`src/rtl/wwm_pkg.sv`:
```
// Shared definitions for the input controller: debounce state encoding,
// default debounce width and button index constants.
package wwm_pkg;

  localparam int DEB_BITS_DEF = 20;

  localparam int BTN_U = 0;
  localparam int BTN_R = 1;
  localparam int BTN_C = 2;
  localparam int N_BTN = 3;

  typedef enum logic [2:0] {
    DB_IDLE    = 3'd0,
    DB_W_PRESS = 3'd1,
    DB_PULSE   = 3'd2,
    DB_HELD    = 3'd3,
    DB_W_REL   = 3'd4
  } deb_state_e;

endpackage

```
`src/rtl/wwm_debouncer.sv`:
```
// One button channel: 2-flop synchronizer, saturating wait counter and a
// press/release FSM that yields a one-cycle press pulse and a debounced level.
module wwm_debouncer
  import wwm_pkg::*;
#(
  parameter int DEB_BITS = DEB_BITS_DEF
) (
  input  logic clk,
  input  logic Reset_n,
  input  logic raw_i,
  output logic pulse_o,
  output logic db_o
);

  logic                sync1_q;
  logic                sync2_q;
  deb_state_e          state_q;
  deb_state_e          state_d;
  logic [DEB_BITS-1:0] cnt_q;
  logic [DEB_BITS-1:0] cnt_d;
  logic                pulse_q;
  logic                pulse_d;
  logic                db_q;
  logic                db_d;
  logic                cnt_full_s;

  assign cnt_full_s = &cnt_q;

  // Synchronizer, FSM, counter and output flops.
  always_ff @(posedge clk or negedge Reset_n) begin
    if (!Reset_n) begin
      sync1_q <= 1'b0;
      sync2_q <= 1'b0;
      state_q <= DB_IDLE;
      cnt_q   <= {DEB_BITS{1'b0}};
      pulse_q <= 1'b0;
      db_q    <= 1'b0;
    end else begin
      sync1_q <= raw_i;
      sync2_q <= sync1_q;
      state_q <= state_d;
      cnt_q   <= cnt_d;
      pulse_q <= pulse_d;
      db_q    <= db_d;
    end
  end

  // Next-state, counter and output decode; outputs follow the next state so
  // they are registered alongside it.
  always_comb begin
    state_d = state_q;
    cnt_d   = cnt_q;
    case (state_q)
      DB_IDLE: begin
        if (sync2_q) begin
          state_d = DB_W_PRESS;
          cnt_d   = {DEB_BITS{1'b0}};
        end else begin
          state_d = DB_IDLE;
        end
      end
      DB_W_PRESS: begin
        if (!sync2_q) begin
          state_d = DB_IDLE;
        end else if (cnt_full_s) begin
          state_d = DB_PULSE;
        end else begin
          cnt_d = cnt_q + 1'b1;
        end
      end
      DB_PULSE: begin
        state_d = DB_HELD;
      end
      DB_HELD: begin
        if (!sync2_q) begin
          state_d = DB_W_REL;
          cnt_d   = {DEB_BITS{1'b0}};
        end else begin
          state_d = DB_HELD;
        end
      end
      DB_W_REL: begin
        if (sync2_q) begin
          state_d = DB_HELD;
        end else if (cnt_full_s) begin
          state_d = DB_IDLE;
        end else begin
          cnt_d = cnt_q + 1'b1;
        end
      end
      default: begin
        state_d = DB_IDLE;
        cnt_d   = {DEB_BITS{1'b0}};
      end
    endcase
    pulse_d = (state_d == DB_PULSE);
    db_d    = (state_d == DB_PULSE) || (state_d == DB_HELD) || (state_d == DB_W_REL);
  end

  assign pulse_o = pulse_q;
  assign db_o    = db_q;

endmodule

```
`src/rtl/wwm_input_ctrl.sv`:
```
// Board input front end: three debounced buttons with press pulses and
// synchronized switch velocities that freeze while lock is high.
module wwm_input_ctrl
  import wwm_pkg::*;
#(
  parameter int DEB_BITS = DEB_BITS_DEF
) (
  input  logic       clk,
  input  logic       Reset_n,
  input  logic       BtnU,
  input  logic       BtnR,
  input  logic       BtnC,
  input  logic [7:0] Sw,
  input  logic       lock,
  output logic       Start_p,
  output logic       Fire_p,
  output logic       Clear_p,
  output logic [2:0] Btn_db,
  output logic [3:0] vX,
  output logic [3:0] vY
);

  logic [N_BTN-1:0] btn_raw_s;
  logic [N_BTN-1:0] pulse_s;
  logic [N_BTN-1:0] db_s;
  logic [7:0]       sw_s1_q;
  logic [7:0]       sw_s2_q;
  logic [7:0]       vel_q;
  logic [7:0]       vel_d;

  assign btn_raw_s[BTN_U] = BtnU;
  assign btn_raw_s[BTN_R] = BtnR;
  assign btn_raw_s[BTN_C] = BtnC;

  for (genvar g = 0; g < N_BTN; g++) begin : g_btn
    wwm_debouncer #(.DEB_BITS(DEB_BITS)) u_deb (
      .clk     (clk),
      .Reset_n (Reset_n),
      .raw_i   (btn_raw_s[g]),
      .pulse_o (pulse_s[g]),
      .db_o    (db_s[g])
    );
  end

  // Switch synchronizer and velocity capture register.
  always_ff @(posedge clk or negedge Reset_n) begin
    if (!Reset_n) begin
      sw_s1_q <= 8'h00;
      sw_s2_q <= 8'h00;
      vel_q   <= 8'h00;
    end else begin
      sw_s1_q <= Sw;
      sw_s2_q <= sw_s1_q;
      vel_q   <= vel_d;
    end
  end

  // Velocity follows the switches unless frozen by lock.
  always_comb begin
    if (lock) begin
      vel_d = vel_q;
    end else begin
      vel_d = sw_s2_q;
    end
  end

  assign Start_p = pulse_s[BTN_U];
  assign Fire_p  = pulse_s[BTN_R];
  assign Clear_p = pulse_s[BTN_C];
  assign Btn_db  = db_s;
  assign vX      = vel_q[7:4];
  assign vY      = vel_q[3:0];

endmodule

```
`config.mk`:
```
export PLATFORM = sky130hd
export DESIGN_NAME = wwm_input_ctrl
export DESIGN_NICKNAME = d
export VERILOG_FILES = /design/src/rtl/wwm_pkg.sv /design/src/rtl/wwm_debouncer.sv /design/src/rtl/wwm_input_ctrl.sv
export SDC_FILE = /design/constraint.sdc
export NUM_CORES = 1
export LEC_CHECK = 0
export CAP_MARGIN = 20
export CORE_MARGIN = 8
export CORE_UTILIZATION = 60
export DETAILED_ROUTE_END_ITERATION = 10
export GPL_TIMING_DRIVEN = 0
export PLACE_DENSITY = 0.88
export SLEW_MARGIN = 20
export SYNTH_ARGS = -nofsm -noshare
export SYNTH_HDL_FRONTEND = slang
export SYNTH_SLANG_ARGS = --single-unit
```
`constraint.sdc`:
```
create_clock -name clk -period 7.5 [get_ports clk]
set_clock_uncertainty 0.15 [all_clocks]
set_input_delay 1.5 -clock clk [delete_from_list [all_inputs] [get_ports clk]]
set_output_delay 1.5 -clock clk [all_outputs]
set_load 0.005 [all_outputs]
```
==> flow_summary.yaml <==
logic_synthesis:
  synth-main-ff-cell: "dfrtp_1"
  netlist-cell-type-count: 63
  syn_area_sq_mm: 0.00530
  synth_cells: 528
  mappedNetlistNets: 545
  synth_seq_cells: 105
  seq_area_frac_synth_pct: 49.6
  avgSynthCellArea_sq_um: 10.0
  synth_edf_count: 0
  yosys_warnings: 0
  ys_async_sr_fraction_pct: 100
critical_path:
  reg2regPathDepth: 8
  crit_path_top_delay_cell: "clkdlybuf4s50_1"
  r2r_slack_ns: 4.80
  crit_family: "buffers and inverters"
  required_ns: 5.85
  cp.depth: 1
  cp_slowest_stage_delay_ns: 0.53
  crit_type: "flip-flop to output pin"
  cp-end-kind: "output pin"
  critPathCapture: "vY[3]"
  path_max_fanout: 2
  regToRegEndpoint: "g_btn[0].u_deb.pulse_o"
  path_buf_inv: 1
  arrival_ns: 1.33
  crit_start: "vel_q[3]"
  rr_startpoint: "g_btn[0].u_deb.cnt_q[0]"
  cp_cell_sequence: "clkdlybuf4s50_1"
  cp-start-kind: "flip-flop"
final_layout:
  multiInputGateArea_sq_mm: 0.00243
  regArea_sq_mm: 0.00263
  post_route_cells_drive_above_1_share_pct: 10.3
  n_fill_cell: 660
  syn2layout_area_growth_pct: 11.7
  fin_util_pct: 68.5
  diodes: 0
  layout.nets: 583
sta:
  setup_violations: 0
  layout_worst_path_cycle_share_pct: 39.7
  max_freq_ghz: 0.336
  drv_slew: 0
  post-route-min-period_ns: 2.98
  worst_slew_pin_slew_ns: 0.679
  rsz0062_at_grt: "no"
  hold_violations: 0
  max_slew_margin_pct: 54.4
  fin_tns_setup_ns: 0
min_path:
  worstHoldStart: "sw_s1_q[4]"
  min_path_type: "flip-flop to flip-flop"
floorplanning:
  ioPinCount: 28
  initial_core_util_pct: 61.4
  die_w_um: 110
  die-area_sq_mm: 0.0121
  chipHeight_um: 110
  coreArea_sq_mm: 0.00864
  rows: 34
pwr:
  power_density_mw_per_mm2: 179
  leakage_nw: 2.32
  peakVddDrop_v: 0.000130
clock_network:
  h-tree-depth: 3
  postCtsSetupRepairBufs: 0
  cts_root_buf: "clkbuf_8"
  cts_buffers: 9
  cts_tree: "done"
  clk_latency_ns: 0.37
  cts_resized: 0
  clock_path_buffers: 2
  clk_pin_slew_ns: 0.11
  cts.hold.buffers_added: 0
  cts_sinks: 105
grt:
  grt_max_degree: 82
  overflow: 0
  antenna_found_initial: 0
  grt_pass1_vias: 4221
  grt_usage_pct: 19.4
  grt_pass1_wl_um: 19200
routing:
  ant_nets: 0
  routed_wl_um: 11400
  top_layer: "met4"
  drc: 0
  drt_iter0_markers: 378
  vias: 4470
  avgViaCountPerCell: 6.58
  wl_met2_um: 5570
  wl_met3_um: 722
  wire_per_inst_um: 16.8
  wl_met1_um: 4900
  first_pass_iters: 5
place:
  dpl.hpwl_um: 7780
  gp_congestion: 0.860
  io_buffers: 26
status:
  outcome: "finished clean"
job:
  drv_cap: 0
power by group:
group          internal, mW  leakage [nW]  total, mW  switching, mW
sequential            0.591          1.38      0.614         0.0231
combinational        0.0435         0.847     0.0972         0.0536
clock                 0.138        0.0977      0.349          0.210
total                 0.772          2.32       1.06          0.287
worst min path at each step:
stage / slack [ns] / cells after the start / end
6_report: 0.21 / 0 / sw_s2_q[4]
5_1_grt: 0.22 / 0 / sw_s2_q[2]
4_1_cts: 0.21 / 0 / sw_s2_q[1]
3_5_place_dp: 0.19 / 0 / sw_s2_q[1]
3_3_place_gp: 0.18 / 0 / sw_s2_q[1]
2_1_floorplan: 0.18 / 0 / g_btn[0].u_deb.sync2_q
routing by layer:
layer,global-route usage [%],vias up
met5,0,-
met4,8.39,0
met3,4.59,21
met2,31.2,174
met1,24.6,2185
li1,-,2090
cell usage after synthesis (5+ instances only):
master	instances	area share, %
buf_2	10	0.94
or3_1	21	2.5
mux2i_1	14	2.6
nand4_1	15	1.8
nand3_1	31	2.9
o31ai_1	20	2.8
nor4_1	5	0.59
a21oi_1	40	3.8
o21ai_0	22	2.1
or2_2	5	0.59
nand2b_1	7	0.83
a311oi_1	5	0.83
dfrtp_1	105	50
clkbuf_1	16	1.1
nor3_1	7	0.66
o211ai_1	5	0.71
mux2_2	10	2.1
nand2_1	43	3.0
or4_1	25	3.5
a31oi_1	10	1.2
o21ai_1	5	0.47
nor2_1	16	1.1
inv_1	14	0.99
cells in the final DEF, fill, tap and decap left out, drive strengths merged, types with 10 or more instances in the layout:
cell type,synthesis,layout
nand4,16,16
or3,22,22
clkbuf,17,27
or4,25,25
a21oi,40,40
dfrtp,105,105
o21ai,27,27
mux2i,14,14
nor2,17,17
inv,14,19
clkdlybuf4s50,0,25
a31oi,10,10
nand3,33,33
buf,18,20
mux2,12,12
nand2,43,43
o31ai,20,20
kinds of logic (layout without fill, tap and decap cells):
family	after synthesis	count (layout)	share of synthesized area [%]
multiplexers	26	26	5.19
buffers and inverters	49	92	4.67
AND/OR/NAND/NOR	211	211	23.0
adder cells (fa/ha/maj)	3	3	0.708
AO/OA/AOI/OAI	132	132	16.5
flip-flops	105	105	49.6
XOR/XNOR	2	2	0.330
cell type report:
type | count | share of cell area (%)
buffer | 35 | 3.30
sequential | 105 | 44.4
tap | 108 | 2.28
timing repair buffer | 27 | 4.88
clock inverter | 6 | 0.951
clock buffer | 10 | 2.33
multi-input combinational | 374 | 41.0
inverter | 14 | 0.888
registers in the layout, indices dropped and copies added, names as in the netlist:
name / flops
g_btn.u_deb.sync2_q: 3
g_btn.u_deb.db_o: 3
g_btn.u_deb.sync1_q: 3
g_btn.u_deb.pulse_o: 3
sw_s2_q: 8
sw_s1_q: 8
g_btn.u_deb.cnt_q: 60
g_btn.u_deb.state_q: 9
vel_q: 8
through the flow:
step           instance area (sq um)  hold slack [ns]  instances  worst slack (ns)  power [mW]
6_report                        5920            0.209        679              4.52        1.06
4_1_cts                         5920            0.211        679              4.52        1.07
3_3_place_gp                    5700            0.182        662             0.973       0.714
5_1_grt                         5920            0.218        679              4.47        1.10
2_1_floorplan                   5300            0.181        528              5.10       0.673
3_5_place_dp                    5730            0.186        663              4.86       0.721
No activity file was read; power rests on OpenSTA's default activity.
